<file path="config.mk">
export PLATFORM = sky130hd
export DESIGN_NAME = read_packet_from_mem_flat
export DESIGN_NICKNAME = d
export VERILOG_FILES = /design/src/rtl/read_packet_from_mem_if.sv /design/src/rtl/read_packet_from_mem.sv /design/src/flat_wrapper.sv
export SDC_FILE = /design/constraint.sdc
export NUM_CORES = 1
export LEC_CHECK = 0
export ABC_AREA = 0
export BUFFER_PORTS_ARGS = -buffer_cell sky130_fd_sc_hd__buf_2
export CORE_MARGIN = 1
export CORE_UTILIZATION = 60
export CTS_CLUSTER_DIAMETER = 200
export DETAILED_ROUTE_END_ITERATION = 6
export PLACE_DENSITY = 0.93
export SLEW_MARGIN = 15
export SYNTH_ARGS = -nofsm -noshare
export SYNTH_HDL_FRONTEND = slang
export SYNTH_SLANG_ARGS = --single-unit
export TNS_END_PERCENT = 5
</file>
<file path="constraint.sdc">
create_clock -name iclk -period 7.4 [get_ports iclk]
set_input_delay 1.48 -clock iclk [delete_from_list [all_inputs] [get_ports iclk]]
set_output_delay 1.48 -clock iclk [all_outputs]
set_load 0.01 [all_outputs]
</file>
<file path="src/rtl/read_packet_from_mem_if.sv">
// Bus bundle for read_packet_from_mem: length-FIFO pop side, SRAM read port
// and the outgoing byte stream towards the TX MAC.
interface read_packet_from_mem_if #(
  parameter int pLEN_WIDTH  = 16,
  parameter int pDATA_WIDTH = 8,
  parameter int pADDR_W     = 12
);
  // Handshakes: the FIFO is first-word-fall-through, ilen_data is valid while
  // !ilen_empty and one olen_rd pulse consumes the head. The SRAM returns
  // iram_data one cycle after oram_addr. The byte stream has no back-pressure:
  // itx_ready only gates the start of a packet, after which odv is high for a
  // contiguous run of bytes, osof/olast qualified by odv.
  logic                   ilen_empty;
  logic [pLEN_WIDTH-1:0]  ilen_data;
  logic                   olen_rd;
  logic [pADDR_W-1:0]     oram_addr;
  logic [pDATA_WIDTH-1:0] iram_data;
  logic                   itx_ready;
  logic                   odv;
  logic [pDATA_WIDTH-1:0] otx_d;
  logic                   osof;
  logic                   olast;

  modport master (
    input  ilen_empty, ilen_data, iram_data, itx_ready,
    output olen_rd, oram_addr, odv, otx_d, osof, olast
  );

  modport slave (
    output ilen_empty, ilen_data, iram_data, itx_ready,
    input  olen_rd, oram_addr, odv, otx_d, osof, olast
  );
endinterface

</file>
<file path="src/rtl/read_packet_from_mem.sv">
// Packet buffer drain: pops lengths, streams the matching SRAM bytes, then holds
// an inter-frame gap. Define STRIP_FCS_EN to drop the trailing 4 FCS bytes.
module read_packet_from_mem #(
  parameter int pLEN_WIDTH  = 16,
  parameter int pDATA_WIDTH = 8,
  parameter int pDEPTH_RAM  = 3072,
  parameter int pMAX_LEN    = 1536,
  parameter int pIFG        = 12,
  parameter int pADDR_W     = $clog2(pDEPTH_RAM)
) (
  input  logic                   iclk,
  input  logic                   i_rst,
  read_packet_from_mem_if.master bus,
  output logic                   oerr_len,
  output logic [pADDR_W-1:0]     orel_addr,
  output logic                   obusy,
  output logic [2:0]             ostate
);

`ifdef STRIP_FCS_EN
  localparam int pFCS = 4;
`else
  localparam int pFCS = 0;
`endif

  localparam logic [pLEN_WIDTH-1:0] MAX_L     = pLEN_WIDTH'(pMAX_LEN);
  localparam logic [pLEN_WIDTH-1:0] FCS_L     = pLEN_WIDTH'(pFCS);
  localparam logic [pLEN_WIDTH-1:0] LEN_ONE   = pLEN_WIDTH'(1);
  localparam logic [pADDR_W-1:0]    ADDR_LAST = pADDR_W'(pDEPTH_RAM - 1);
  localparam logic [31:0]           DEPTH_U   = 32'(pDEPTH_RAM);
  localparam logic [15:0]           IFG_END   = 16'(pIFG - 1);

  typedef enum logic [2:0] {
    S_IDLE  = 3'd0,
    S_READ  = 3'd1,
    S_DRAIN = 3'd2,
    S_SKIP  = 3'd3,
    S_IFG   = 3'd4
  } state_t;

  state_t                 state, state_nx;
  logic [pLEN_WIDTH-1:0]  len_q;
  logic [pLEN_WIDTH-1:0]  cnt_q;
  logic [pLEN_WIDTH-1:0]  last_idx;
  logic [pADDR_W-1:0]     rd_ptr;
  logic [pADDR_W-1:0]     addr_q;
  logic [pADDR_W-1:0]     ptr_adv;
  logic [31:0]            ptr_sum;
  logic [15:0]            ifg_cnt;
  logic                   accept;
  logic                   len_bad;
  logic                   olen_rd_q;
  // Read pipeline: stage 1 tracks the SRAM output, stage 2 the capture
  // register, then the output register.
  logic                   rv1, sof1, last1;
  logic                   rv2, sof2, last2;
  logic [pDATA_WIDTH-1:0] ram_q;
  logic                   odv_q, osof_q, olast_q;
  logic [pDATA_WIDTH-1:0] otx_q;
  logic                   last_out;

  assign accept   = (state == S_IDLE) && !bus.ilen_empty && bus.itx_ready;
  assign len_bad  = (bus.ilen_data <= FCS_L) || (bus.ilen_data > MAX_L);
  assign last_idx = len_q - FCS_L - LEN_ONE;
  assign last_out = rv2 && last2;
  // The pointer always advances by the full stored length, FCS included.
  assign ptr_sum  = 32'(rd_ptr) + 32'(len_q);
  assign ptr_adv  = pADDR_W'(ptr_sum % DEPTH_U);

  always_ff @(posedge iclk) begin
    if (i_rst) state <= S_IDLE;
    else       state <= state_nx;
  end

  always_comb begin
    state_nx = state;
    case (state)
      S_IDLE:  if (accept) state_nx = len_bad ? S_SKIP : S_READ;
      S_READ:  if (cnt_q == last_idx) state_nx = S_DRAIN;
      S_DRAIN: if (last_out) state_nx = S_IFG;
      S_SKIP:  state_nx = S_IDLE;
      S_IFG:   if (ifg_cnt >= IFG_END) state_nx = S_IDLE;
      default: state_nx = S_IDLE;
    endcase
  end

  always_ff @(posedge iclk) begin
    if (i_rst) begin
      len_q     <= '0;
      cnt_q     <= '0;
      rd_ptr    <= '0;
      addr_q    <= '0;
      orel_addr <= '0;
      ifg_cnt   <= '0;
      olen_rd_q <= 1'b0;
      rv1       <= 1'b0;
      sof1      <= 1'b0;
      last1     <= 1'b0;
      rv2       <= 1'b0;
      sof2      <= 1'b0;
      last2     <= 1'b0;
      ram_q     <= '0;
      odv_q     <= 1'b0;
      osof_q    <= 1'b0;
      olast_q   <= 1'b0;
      otx_q     <= '0;
    end else begin
      olen_rd_q <= accept;
      rv1       <= (state == S_READ);
      sof1      <= (state == S_READ) && (cnt_q == '0);
      last1     <= (state == S_READ) && (cnt_q == last_idx);
      rv2       <= rv1;
      sof2      <= sof1;
      last2     <= last1;
      ram_q     <= bus.iram_data;
      odv_q     <= rv2;
      osof_q    <= rv2 && sof2;
      olast_q   <= rv2 && last2;
      otx_q     <= ram_q;
      case (state)
        S_IDLE: begin
          if (accept) begin
            len_q  <= bus.ilen_data;
            addr_q <= rd_ptr;
            cnt_q  <= '0;
          end
        end
        S_READ: begin
          if (cnt_q != last_idx) begin
            addr_q <= (addr_q == ADDR_LAST) ? '0 : addr_q + pADDR_W'(1);
            cnt_q  <= cnt_q + LEN_ONE;
          end
        end
        S_DRAIN: begin
          // IFG occupies the olast cycle too, so it counts from 1.
          if (last_out) begin
            rd_ptr    <= ptr_adv;
            orel_addr <= ptr_adv;
            ifg_cnt   <= 16'd1;
          end
        end
        S_SKIP: begin
          rd_ptr    <= ptr_adv;
          orel_addr <= ptr_adv;
        end
        S_IFG:   ifg_cnt <= ifg_cnt + 16'd1;
        default: ;
      endcase
    end
  end

  assign bus.olen_rd   = olen_rd_q;
  assign bus.oram_addr = addr_q;
  assign bus.odv       = odv_q;
  assign bus.otx_d     = otx_q;
  assign bus.osof      = osof_q;
  assign bus.olast     = olast_q;
  assign oerr_len      = (state == S_SKIP);
  assign obusy         = (state != S_IDLE);
  assign ostate        = state;

endmodule

</file>
<file path="src/flat_wrapper.sv">
// flat-port wrapper written by rule: the top's interface ports become plain ports
module read_packet_from_mem_flat 
#(
  parameter int pLEN_WIDTH  = 16,
  parameter int pDATA_WIDTH = 8,
  parameter int pDEPTH_RAM  = 3072,
  parameter int pMAX_LEN    = 1536,
  parameter int pIFG        = 12,
  parameter int pADDR_W     = $clog2(pDEPTH_RAM)
)
  (iclk, i_rst, oerr_len, orel_addr, obusy, ostate, bus_ilen_empty, bus_ilen_data, bus_iram_data, bus_itx_ready, bus_olen_rd, bus_oram_addr, bus_odv, bus_otx_d, bus_osof, bus_olast);
  read_packet_from_mem_if #(.pLEN_WIDTH(pLEN_WIDTH), .pDATA_WIDTH(pDATA_WIDTH), .pADDR_W(pADDR_W)) bus_i ();
  input  logic iclk;
  input  logic i_rst;
  output logic oerr_len;
  output logic [pADDR_W-1:0] orel_addr;
  output logic obusy;
  output logic [2:0] ostate;
  input wire logic [$bits(bus_i.ilen_empty)-1:0] bus_ilen_empty;
  input wire logic [$bits(bus_i.ilen_data)-1:0] bus_ilen_data;
  input wire logic [$bits(bus_i.iram_data)-1:0] bus_iram_data;
  input wire logic [$bits(bus_i.itx_ready)-1:0] bus_itx_ready;
  output wire logic [$bits(bus_i.olen_rd)-1:0] bus_olen_rd;
  output wire logic [$bits(bus_i.oram_addr)-1:0] bus_oram_addr;
  output wire logic [$bits(bus_i.odv)-1:0] bus_odv;
  output wire logic [$bits(bus_i.otx_d)-1:0] bus_otx_d;
  output wire logic [$bits(bus_i.osof)-1:0] bus_osof;
  output wire logic [$bits(bus_i.olast)-1:0] bus_olast;
  assign bus_i.ilen_empty = bus_ilen_empty;
  assign bus_i.ilen_data = bus_ilen_data;
  assign bus_i.iram_data = bus_iram_data;
  assign bus_i.itx_ready = bus_itx_ready;
  assign bus_olen_rd = bus_i.olen_rd;
  assign bus_oram_addr = bus_i.oram_addr;
  assign bus_odv = bus_i.odv;
  assign bus_otx_d = bus_i.otx_d;
  assign bus_osof = bus_i.osof;
  assign bus_olast = bus_i.olast;
  read_packet_from_mem #(.pLEN_WIDTH(pLEN_WIDTH), .pDATA_WIDTH(pDATA_WIDTH), .pDEPTH_RAM(pDEPTH_RAM), .pMAX_LEN(pMAX_LEN), .pIFG(pIFG), .pADDR_W(pADDR_W)) u_core (.iclk(iclk), .i_rst(i_rst), .bus(bus_i), .oerr_len(oerr_len), .orel_addr(orel_addr), .obusy(obusy), .ostate(ostate));
endmodule
</file>
==> results.cfg, run 1 <==
[cts]
clk_pin_slew_ns = 0.11
clock_sinks = 101
deepest_clock_path_buffer_count = 2
postCtsResizedCells = 0
tritoncts = built
clock_insertion_delay_at_the_later_pin_of_the_skew_report_ns = 0.37
cts_made_buffers = 9
cts_hold_repair.buffers = 0
cts_root_buf = sky130_fd_sc_hd__clkbuf_8
htree_levels = 3
post_cts.repair.setup_buffers = 0

[power_and_ir_drop]
max-vdd-ir-drop_uv = 154
p_per_area_nw_per_um2 = 179
power_leakage_nw = 2.52
total_power_w = 0.00109

[synthesis]
synth.lib_cells_used.distinct = 70
synth-warning-count = 0
synth_area_um2 = 5580
synth-edff-count = 0
netlist_instances = 696
yosys_most_used_dff = sky130_fd_sc_hd__dfxtp_1
synth_seq_cells = 101
synth_fp_nets = 742
ys_async_sr_fraction_pct = 0
postSynthAreaPerCell_um2 = 8.01
synth_sequential_area_ratio_pct = 36.3

[finish]
multi_input_area_um2 = 3340
diodes = 0
fillers = 688
final_core_utilization_pct = 69.1
syn_to_final_growth_pct = 9.72
post_route_cells_drive_above_1_share_pct = 14.2
seq_area_um2 = 2020
final_nets = 788

[placed_design]
gpl.final_weighted_congestion = 0.943
port_buffers = 68
detailed_place_hpwl_mm = 10.3

[routing]
detail_route.vias_per_cell = 6.32
detail_route.first_pass.iterations = 7
route.final.wire_length_mm = 14.2
postRouteAntennaNets = 0
vias = 5406
violation_count_after_the_first_detailed_routing_iteration = 555
route.detailed.drc = 4
wl_per_cell_um = 16.6

[worst_setup_path]
timing.critical_path.cells = ha_1, a21o_1, a221o_1, a31oi_1, o211ai_1, o32ai_1, nor3_1, a311oi_1, a311oi_1
cpLargestDelayFamily = compound AO/OA/AOI/OAI gates
worstPathBufferInverterCount = 0
critPathMaxFanout = 9
worstPathRequired_ns = 7.62
worst_stage_delay_on_the_critical_path_ns = 0.82
worst_ep_arrival_time_ns = 3.69
critical-path-top-cell-by-count = sky130_fd_sc_hd__a311oi_1
timing_worst_setup_path_type = flop to flop
critical_path.startpoint_type = flop
critical-path-slowest-cell = sky130_fd_sc_hd__o32ai_1
cp-end-kind = flop

[timing]
final_setup_violation_count = 0
drv_slew = 0
worst_slack_on_hold_paths_ns = 0.452
fin_worst_skew_ns = 0.0108
report.final.hold_viol_count = 0
worst-slew-pin-transition_ns = 0.916
finalWorstPathRequiredPeriod_ns = 3.48
max_freq_ghz = 0.288
timing.setup.tns_ns = 0
final.period_utilization_pct = 47.0
slew_headroom_pct = 38.9
rsz0062_at_grt = false

[global_route]
grt_max_degree = 54
first_global_vias = 4950
grt_overflow = 0
gr-usage-all-layers_pct = 30.2
antenna_found_initial = 0
grt_first_pass_wirelength_mm = 23.6

[outcome]
failed_checks = DRC
outcome = finished, violations left

[die]
io-pin-count = 69
initial_core_util_pct = 63.0
number_of_standard_cell_rows_in_the_floorplan = 34
dieHeight_um = 98.4
design.core.area_um2 = 8850
fp.dieW_um = 98.4
dieArea_um2 = 9680

[job]
max_cap_violations = 0

[min_path]
type_of_the_most_critical_hold_path = flop to flop
[metal layers]
layer  global-route usage, %  wire [um]
met1                    37.2       5780
met2                    52.5       6900
met3                    4.80       1060
met4                    12.2        473
met5                       0          0
[cell usage in the layout, fill, tap and decap left out, types with 3 or more instances in the layout]
cell type / instances
sky130_fd_sc_hd__o21a_1: 8
sky130_fd_sc_hd__or2_2: 4
sky130_fd_sc_hd__mux2i_1: 7
sky130_fd_sc_hd__clkbuf_8: 9
sky130_fd_sc_hd__a21oi_1: 51
sky130_fd_sc_hd__nand3_1: 28
sky130_fd_sc_hd__nor2_1: 73
sky130_fd_sc_hd__nand4_1: 4
sky130_fd_sc_hd__a31oi_1: 7
sky130_fd_sc_hd__nor4_1: 21
sky130_fd_sc_hd__nor2b_1: 24
sky130_fd_sc_hd__a211o_1: 3
sky130_fd_sc_hd__o31a_1: 3
sky130_fd_sc_hd__and2_1: 8
sky130_fd_sc_hd__o31ai_1: 3
sky130_fd_sc_hd__nor3_1: 16
sky130_fd_sc_hd__or3_1: 13
sky130_fd_sc_hd__nand2b_1: 6
sky130_fd_sc_hd__and4_1: 3
sky130_fd_sc_hd__xnor2_1: 17
sky130_fd_sc_hd__a211oi_1: 6
sky130_fd_sc_hd__inv_1: 18
sky130_fd_sc_hd__a32o_1: 5
sky130_fd_sc_hd__buf_2: 68
sky130_fd_sc_hd__a311oi_1: 5
sky130_fd_sc_hd__o21ai_1: 3
sky130_fd_sc_hd__nand2_1: 89
sky130_fd_sc_hd__o21ai_0: 23
sky130_fd_sc_hd__o2111ai_1: 8
sky130_fd_sc_hd__dfxtp_1: 101
sky130_fd_sc_hd__xor2_1: 20
sky130_fd_sc_hd__and3_1: 18
sky130_fd_sc_hd__ha_1: 17
sky130_fd_sc_hd__mux2_2: 4
sky130_fd_sc_hd__o211ai_1: 4
sky130_fd_sc_hd__inv_8: 3
sky130_fd_sc_hd__a21o_1: 5
[worst paths after layout]
kind / startpoint / slack, ns / to / cells past startpoint
min: u_core.ram_q[2] / 0.45 / u_core.bus.otx_d[2] / 1
max: u_core.len_q[8] / 3.92 / u_core.rd_ptr[11] / 9
min reg2reg: u_core.ram_q[2] / 0.45 / u_core.bus.otx_d[2] / 1
max reg2reg: u_core.len_q[8] / 3.92 / u_core.rd_ptr[11] / 9
[power breakdown]
| group | switching [W] | internal (W) | leakage, nW |
|---|---|---|---|
| clock network | 0.000217 | 0.000134 | 0.0985 |
| logic | 0.000102 | 0.0000639 | 1.60 |
| registers | 0.0000198 | 0.000557 | 0.820 |
| total | 0.000339 | 0.000755 | 2.52 |
[per-stage QoR]
step	std cells	setup WS (ns)	area, um^2
after floorplan	696	4.40	5580
after global placement	839	4.16	5920
after detailed placement	839	3.98	5920
after CTS	855	3.98	6120
after global routing	855	3.70	6120
final	855	3.92	6120
[state kept, by name (all words and copies together), names as in the netlist]
signal and cells:
u_core.bus.odv 1, u_core.bus.olast 1, u_core.bus.olen_rd 1, u_core.bus.oram_addr 12
u_core.bus.osof 1, u_core.bus.otx_d 8, u_core.cnt_q 16, u_core.ifg_cnt 16
u_core.last1 1, u_core.last2 1, u_core.len_q 16, u_core.ostate 3
u_core.ram_q 8, u_core.rd_ptr 12, u_core.rv1 1, u_core.rv2 1
u_core.sof1 1, u_core.sof2 1
[logic make-up after synthesis]
| logic type | after synthesis | share of synthesized area [%] |
|---|---|---|
| AOI/OAI and AO/OA | 156 | 19.2 |
| xor gates and xnor gates | 37 | 5.81 |
| adders and majority gates | 19 | 4.35 |
| buffers and inverters | 53 | 3.90 |
| DFF | 101 | 36.3 |
| muxes | 11 | 2.06 |
| and+or+nand+nor | 319 | 28.4 |
[cells in the mapped netlist, types with 2 or more instances]
cell                          n  area share, %
sky130_fd_sc_hd__nor4_1      21            2.4
sky130_fd_sc_hd__or2_2        4           0.45
sky130_fd_sc_hd__xnor2_1     17            2.7
sky130_fd_sc_hd__o21ai_1      3           0.27
sky130_fd_sc_hd__dfxtp_1    101             36
sky130_fd_sc_hd__nand4_1      4           0.45
sky130_fd_sc_hd__mux2_2       4           0.81
sky130_fd_sc_hd__a21oi_1     51            4.6
sky130_fd_sc_hd__ha_1        17            3.8
sky130_fd_sc_hd__o21ai_0     23            2.1
sky130_fd_sc_hd__nand2b_1     6           0.67
sky130_fd_sc_hd__and3_1      18            2.0
sky130_fd_sc_hd__buf_6        2           0.40
sky130_fd_sc_hd__and2_1       8           0.90
sky130_fd_sc_hd__nand2_1     89            6.0
sky130_fd_sc_hd__clkbuf_1    28            1.9
sky130_fd_sc_hd__or3_1       13            1.5
sky130_fd_sc_hd__a211o_1      3           0.47
sky130_fd_sc_hd__o2111ai_1    8            1.3
sky130_fd_sc_hd__a211oi_1     6           0.81
sky130_fd_sc_hd__inv_1       18            1.2
sky130_fd_sc_hd__nor3_1      16            1.4
sky130_fd_sc_hd__nand3_1     28            2.5
sky130_fd_sc_hd__xor2_1      20            3.1
sky130_fd_sc_hd__and4_1       3           0.47
sky130_fd_sc_hd__nor2_1      74            5.0
sky130_fd_sc_hd__a311oi_1     5           0.79
sky130_fd_sc_hd__a32o_1       5           0.90
sky130_fd_sc_hd__o31ai_1      3           0.40
sky130_fd_sc_hd__a21o_1       5           0.67
sky130_fd_sc_hd__o31a_1       3           0.47
sky130_fd_sc_hd__o21a_1       8            1.1
sky130_fd_sc_hd__a41oi_1      2           0.31
sky130_fd_sc_hd__a31oi_1      7           0.79
sky130_fd_sc_hd__o211ai_1     4           0.54
sky130_fd_sc_hd__mux2i_1      7            1.3
sky130_fd_sc_hd__nor2b_1     24            2.7
sky130_fd_sc_hd__buf_1        4           0.27
sky130_fd_sc_hd__or4_1        2           0.27
sky130_fd_sc_hd__a22o_1       2           0.31
[area by class of cell]
type	instances	area share, %
Multi-Input combinational cell	542	54.6
Sequential cell	101	33.1
Clock buffer	9	2.02
Inverter	18	1.10
Tap cell	108	2.21
Clock inverter	7	1.23
Timing Repair Buffer	70	5.81
Power figures use the tool's default switching activity.
==> inputs of run 2 (changes only) <==
--- a/config.mk
+++ b/config.mk
@@ -8,10 +8,10 @@
 export ABC_AREA = 0
 export BUFFER_PORTS_ARGS = -buffer_cell sky130_fd_sc_hd__buf_2
 export CORE_MARGIN = 1
-export CORE_UTILIZATION = 60
+export CORE_UTILIZATION = 58
 export CTS_CLUSTER_DIAMETER = 200
 export DETAILED_ROUTE_END_ITERATION = 6
-export PLACE_DENSITY = 0.93
+export PLACE_DENSITY = 0.91
 export SLEW_MARGIN = 15
 export SYNTH_ARGS = -nofsm -noshare
 export SYNTH_HDL_FRONTEND = slang
==> constraint.sdc (replaced) <==
create_clock -name iclk -period 3.35 [get_ports iclk]
set_input_delay 0.67 -clock iclk [delete_from_list [all_inputs] [get_ports iclk]]
set_output_delay 0.67 -clock iclk [all_outputs]
set_load 0.01 [all_outputs]
==> run 2 against run 1 <==
Against the previous run:
- the run now ends clean
- hold slack barely moved
- non-clock buffer count rose by 10
- worst setup slack got worse by 3.8 ns
- die area rose by 3.4%
- power rose by 130%
- combinational power rose by 130%
- flip-flop and latch count did not move
- first-iteration DRC count fell by 35%
- sequential power rose by 120%
- wire length rose by 2.5%
- clock-buffer cell count did not move
- critical path type unchanged
- highest routed layer unchanged
==> results.cfg, run 2 (synthesis results as in run 1) <==
[finish]
commonest_non_fill_non_tap_cells_in_the_layout = sky130_fd_sc_hd__dfxtp_1 (100), sky130_fd_sc_hd__nand2_1 (89), sky130_fd_sc_hd__nor2_1 (73), sky130_fd_sc_hd__buf_2 (68), sky130_fd_sc_hd__a21oi_1 (51)
final_nets = 798
fillers = 763
syn_to_final_growth_pct = 12.3
largest_registers = u_core.cnt_q x16, u_core.ifg_cnt x16, u_core.len_q x16
diodes = 0
post_route_cells_drive_above_1_share_pct = 16.0
most_common_cell_after_layout_fill_and_taps_aside = sky130_fd_sc_hd__dfxtp_1
final_core_utilization_pct = 67.5
final_cell_area_um2 = 6260

[die]
design.core.area_um2 = 9280
number_of_standard_cell_rows_in_the_floorplan = 35
fp.dieW_um = 100
dieArea_um2 = 10000
initial_core_util_pct = 60.1
dieHeight_um = 100
io-pin-count = 69

[power_and_ir_drop]
power.switching_w = 0.000781
power_frac_comb_pct = 15.6
power_frac_clock_pct = 32.9
total_power_w = 0.00247
power.switching_fraction_pct = 31.7
p_int_w = 0.00169
power_frac_seq_pct = 51.5
p_per_area_nw_per_um2 = 394
power_leakage_nw = 2.59
max-vdd-ir-drop_uv = 264

[cts]
deepest_clock_path_buffer_count = 2
tritoncts = built
cts_root_buf = sky130_fd_sc_hd__clkbuf_8
clock_sinks = 101
cts_made_buffers = 9
clk_pin_slew_ns = 0.12
post_cts.repair.setup_buffers = 0
htree_levels = 3
clock_insertion_delay_at_the_later_pin_of_the_skew_report_ns = 0.39

[job]
max_cap_violations = 0

[global_route]
grt_overflow = 0
grt_first_pass_wirelength_mm = 23.7
grt_max_degree = 55
antenna_found_initial = 0
gr-usage-all-layers_pct = 29.7
first_global_vias = 5184

[placed_design]
detailed_place_hpwl_mm = 10.7
dpl_worst_slack_ns = 0.139
gpl.final_weighted_congestion = 0.942
placedInstanceArea_um2 = 6020
port_buffers = 68

[timing]
drv_slew = 0
finalWorstPathRequiredPeriod_ns = 3.23
worst-slew-pin-transition_ns = 1.02
timing.final.ws_setup_ns = 0.124
slew_headroom_pct = 32.3
rsz0062_at_grt = true
report.final.hold_viol_count = 0
fin_worst_skew_ns = 0.0114
max_freq_ghz = 0.310
timing.setup.tns_ns = 0
final_setup_violation_count = 0
final.period_utilization_pct = 96.3

[worst_setup_path]
cp-end-kind = flop
worstRegToRegCells = 9
worstReg2RegStart = u_core.len_q[3]
critical_path.startpoint_type = flop
worstPathRequired_ns = 3.66
worst_ep_arrival_time_ns = 3.53
critical_path.reg2reg.endpoint = u_core.bus.oram_addr[9]
critPathMaxFanout = 17
setup.reg_to_reg.worst_slack_ns = 0.12
timing_worst_setup_path_type = flop to flop

[outcome]
outcome = complete, no violations

[min_path]
min_delay_worst_endpoint = u_core.bus.otx_d[3]
min_path_cells = 1
hold_path_startpoint = u_core.ram_q[3]
type_of_the_most_critical_hold_path = flop to flop

[routing]
postRouteAntennaNets = 0
vias = 5452
detail_route.vias_per_cell = 6.15
route.detailed.drc = 0
route.final.wire_length_mm = 14.6
detail_route.first_pass.iterations = 5
wl_per_cell_um = 16.4
violation_count_after_the_first_detailed_routing_iteration = 360
==> run 2: cell count changes in the layout (fill, tap and decap cells not counted), sizes merged <==
| cell | before | now |
|---|---|---|
| buf | 70 | 80 |
| clkinv | 2 | 3 |
| clkinvlp | 1 | 0 |
==> run 2: through the flow <==
step / cells / hold WS [ns]
2_1_floorplan: 696 / 0.406
3_3_place_gp: 870 / 0.421
6_report: 886 / 0.451
5_1_grt: 886 / 0.461
3_5_place_dp: 870 / 0.429
4_1_cts: 886 / 0.457
==> run 2: cell type report <==
| cell class | instances | area (um^2) | share of cell area [%] |
|---|---|---|---|
| clock inverters | 7 | 86.3 | 1.38 |
| clock buffers | 9 | 124 | 1.98 |
| flip-flops and latches | 101 | 2020 | 32.3 |
| multi-input cells | 542 | 3370 | 53.8 |
| well taps | 129 | 161 | 2.58 |
| inverters | 18 | 67.6 | 1.08 |
| repair buffers | 80 | 430 | 6.87 |
==> run 2: critical path: stages (launching register included) <==
cell and delay [ns]:
sky130_fd_sc_hd__dfxtp_1 0.43, sky130_fd_sc_hd__nor4_4 0.47, sky130_fd_sc_hd__nand3_2 0.16, sky130_fd_sc_hd__o31a_1 0.27, sky130_fd_sc_hd__or4_4 0.49, sky130_fd_sc_hd__a2111oi_4 0.41
sky130_fd_sc_hd__a21oi_4 0.22, sky130_fd_sc_hd__nor2_4 0.33, sky130_fd_sc_hd__o21ai_0 0.16, sky130_fd_sc_hd__a31oi_1 0.21
==> run 2: how the worst max path moves through the flow <==
| stage | startpoint | endpoint | depth (start not counted) |
|---|---|---|---|
| 4_1_cts | u_core.rd_ptr[0] | u_core.rd_ptr[11] | 12 |
| 3_5_place_dp | u_core.rd_ptr[0] | u_core.rd_ptr[11] | 12 |
| 2_1_floorplan | u_core.len_q[4] | u_core.rd_ptr[11] | 9 |
| 5_1_grt | u_core.rd_ptr[0] | u_core.rd_ptr[11] | 12 |
| 3_3_place_gp | u_core.rd_ptr[0] | u_core.rd_ptr[11] | 12 |
| 6_report | u_core.len_q[3] | u_core.bus.oram_addr[9] | 9 |
==> run 2: repair_timing <==
item / CTS / global route
pin swaps: 0 / 1
setup endpoints to repair: 1 / 18
endpoints found under the hold margin: 0 / 0
gates resized for setup: 1 / 5
hold buffers: 0 / 0
==> run 2: power by group through the flow <==
stage | Sequential, W | Combinational (W) | Clock (W)
2_1_floorplan | 0.00129 | 0.000276 | 0
3_3_place_gp | 0.00129 | 0.000358 | 0
3_5_place_dp | 0.00130 | 0.000373 | 0
4_1_cts | 0.00127 | 0.000378 | 0.000821
5_1_grt | 0.00128 | 0.000421 | 0.000864
6_report | 0.00127 | 0.000386 | 0.000811
==> run 2: metal layers <==
metal	up-vias	track usage (%)	wire length (um)
met2	221	53.1	7210
met4	0	13.4	440
met5	-	0	0
met1	2584	35.0	6040
met3	34	5.01	878
li1	2613	-	-
==> inputs of run 3 (changes only) <==
--- a/config.mk
+++ b/config.mk
@@ -8,10 +8,10 @@
 export ABC_AREA = 0
 export BUFFER_PORTS_ARGS = -buffer_cell sky130_fd_sc_hd__buf_2
 export CORE_MARGIN = 1
-export CORE_UTILIZATION = 58
+export CORE_UTILIZATION = 57
 export CTS_CLUSTER_DIAMETER = 200
 export DETAILED_ROUTE_END_ITERATION = 6
-export PLACE_DENSITY = 0.91
+export PLACE_DENSITY = 0.9
 export SLEW_MARGIN = 15
 export SYNTH_ARGS = -nofsm -noshare
 export SYNTH_HDL_FRONTEND = slang
==> run 3 against run 2 <==
Against the previous run:
- critical path depth rose by 2
- worst setup slack got worse by 0.015 ns
- global-route usage fell by 1.5 points
- sequential share of layout area fell by 0.13 points
- wire length fell by 4.7%
- clock skew rose by 0.0028 ns
- fmax fell by 0.47%
- power fell by 1.5%
- hold slack got worse by 0.0072 ns
- die area rose by 1.7%
- clock-buffer cell count did not move
- clock power fell by 4.7%
==> results.cfg, run 3 (synthesis results as in run 1) <==
[global_route]
gr-usage-all-layers_pct = 28.2
grt_overflow = 0
grt_first_pass_wirelength_mm = 22.8
grt_max_degree = 53
antenna_found_initial = 0
first_global_vias = 4983

[finish]
post_route_cells_drive_above_1_share_pct = 16.3
commonest_non_fill_non_tap_cells_in_the_layout = sky130_fd_sc_hd__dfxtp_1 (101), sky130_fd_sc_hd__nand2_1 (89), sky130_fd_sc_hd__nor2_1 (73), sky130_fd_sc_hd__buf_2 (68), sky130_fd_sc_hd__a21oi_1 (51)
seq_area_um2 = 2020
multi_input_area_um2 = 3370
most_common_cell_after_layout_fill_and_taps_aside = sky130_fd_sc_hd__dfxtp_1
final_core_utilization_pct = 67.1
largest_registers = u_core.cnt_q x16, u_core.ifg_cnt x16, u_core.len_q x16
diodes = 0
syn_to_final_growth_pct = 12.7
final_nets = 803
fillers = 778

[timing]
worst_slack_on_hold_paths_ns = 0.444
final_setup_violation_count = 0
fin_worst_skew_ns = 0.0142
finalWorstPathRequiredPeriod_ns = 3.24
drv_slew = 0
worst-slew-pin-transition_ns = 0.969
final.period_utilization_pct = 96.7
report.final.hold_viol_count = 0
max_freq_ghz = 0.309
slew_headroom_pct = 35.4
rsz0062_at_grt = true

[routing]
postRouteAntennaNets = 0
wl_per_cell_um = 15.6
detail_route.vias_per_cell = 6.06
route.final.wire_length_mm = 13.9
violation_count_after_the_first_detailed_routing_iteration = 423
route.detailed.drc = 0
detail_route.first_pass.iterations = 5
vias = 5399

[cts]
cts_hold_repair.buffers = 0
clk_pin_slew_ns = 0.10
cts_made_buffers = 9
clock_insertion_delay_at_the_later_pin_of_the_skew_report_ns = 0.38
tritoncts = built
htree_levels = 3
clock_sinks = 101
cts_root_buf = sky130_fd_sc_hd__clkbuf_8
deepest_clock_path_buffer_count = 2

[die]
initial_core_util_pct = 59.5
dieHeight_um = 101
fp.dieW_um = 101
design.core.area_um2 = 9370
io-pin-count = 69
number_of_standard_cell_rows_in_the_floorplan = 35
dieArea_um2 = 10200

[placed_design]
gpl.final_weighted_congestion = 0.971
port_buffers = 68
detailed_place_hpwl_mm = 10.3

[job]
max_cap_violations = 0

[power_and_ir_drop]
power_leakage_nw = 2.62
p_per_area_nw_per_um2 = 387
max-vdd-ir-drop_uv = 278

[worst_setup_path]
critical_path.startpoint_type = flop
worstPathRequired_ns = 3.59
timing_worst_setup_path_type = flop to flop
worst_ep_arrival_time_ns = 3.48
critPathMaxFanout = 17
cp-end-kind = flop

[outcome]
outcome = complete, no violations

[min_path]
type_of_the_most_critical_hold_path = flop to flop
-- run 3: cell count changes in the layout (fill, tap and decap cells not counted), sizes merged --
| cell | delta |
|---|---|
| buf | +5 |
-- run 3: path summary, 6_finish.rpt --
path                            cells past startpoint                   to  slack (ns)       startpoint
worst max-delay path                               11     u_core.cnt_q[14]        0.11  u_core.len_q[0]
worst min register to register                      1  u_core.bus.otx_d[3]        0.44  u_core.ram_q[3]
worst min-delay path                                1  u_core.bus.otx_d[3]        0.44  u_core.ram_q[3]
worst max register to register                     11     u_core.cnt_q[14]        0.11  u_core.len_q[0]
-- run 3: layout make-up --
type | count | area share, %
multi-input cells | 542 | 53.6
flip-flops and latches | 101 | 32.2
repair buffers | 85 | 7.45
well taps | 129 | 2.57
clock buffers | 9 | 1.97
clock inverters | 7 | 1.17
inverters | 18 | 1.08
-- run 3: metal layers --
metal,vias up,share of wire (%),wire length (um),track usage [%]
met5,-,0,0,0
met4,0,2.9,407,12.6
met3,35,6.2,865,3.95
met2,212,49,6800,49.3
met1,2531,42,5810,34.5
li1,2621,-,-,-
-- run 3: per-stage QoR --
step                area, um^2  setup TNS, ns  total power [W]  std cells  setup slack [ns]
finish                    6280              0          0.00243        891             0.109
global route              6280      -0.000807          0.00254        891         -0.000807
CTS                       6250              0          0.00243        891            0.0249
detailed placement        6060              0          0.00167        875             0.108
global placement          6060              0          0.00166        875             0.250
floorplan                 5580              0          0.00156        696             0.354
-- run 3: where the power goes --
group          switching [W]  internal, W
clock               0.000478     0.000295
combinational       0.000235     0.000155
sequential         0.0000353      0.00123
-- run 3: repair_timing --
action                     in CTS  in global routing
setup endpoints to repair       0                 10
gates resized for setup         0                  4
setup buffers                   0                  0
-- run 3: critical path, cell delays in order, from the launching register on --
cell	delay (ns)
sky130_fd_sc_hd__dfxtp_1	0.49
sky130_fd_sc_hd__inv_1	0.08
sky130_fd_sc_hd__ha_1	0.28
sky130_fd_sc_hd__and2_1	0.19
sky130_fd_sc_hd__o21ai_0	0.17
sky130_fd_sc_hd__a21oi_1	0.09
sky130_fd_sc_hd__or4_4	0.55
sky130_fd_sc_hd__a2111oi_4	0.42
sky130_fd_sc_hd__a21oi_4	0.21
sky130_fd_sc_hd__nor2_4	0.31
sky130_fd_sc_hd__nor4_1	0.16
sky130_fd_sc_hd__mux2i_1	0.16
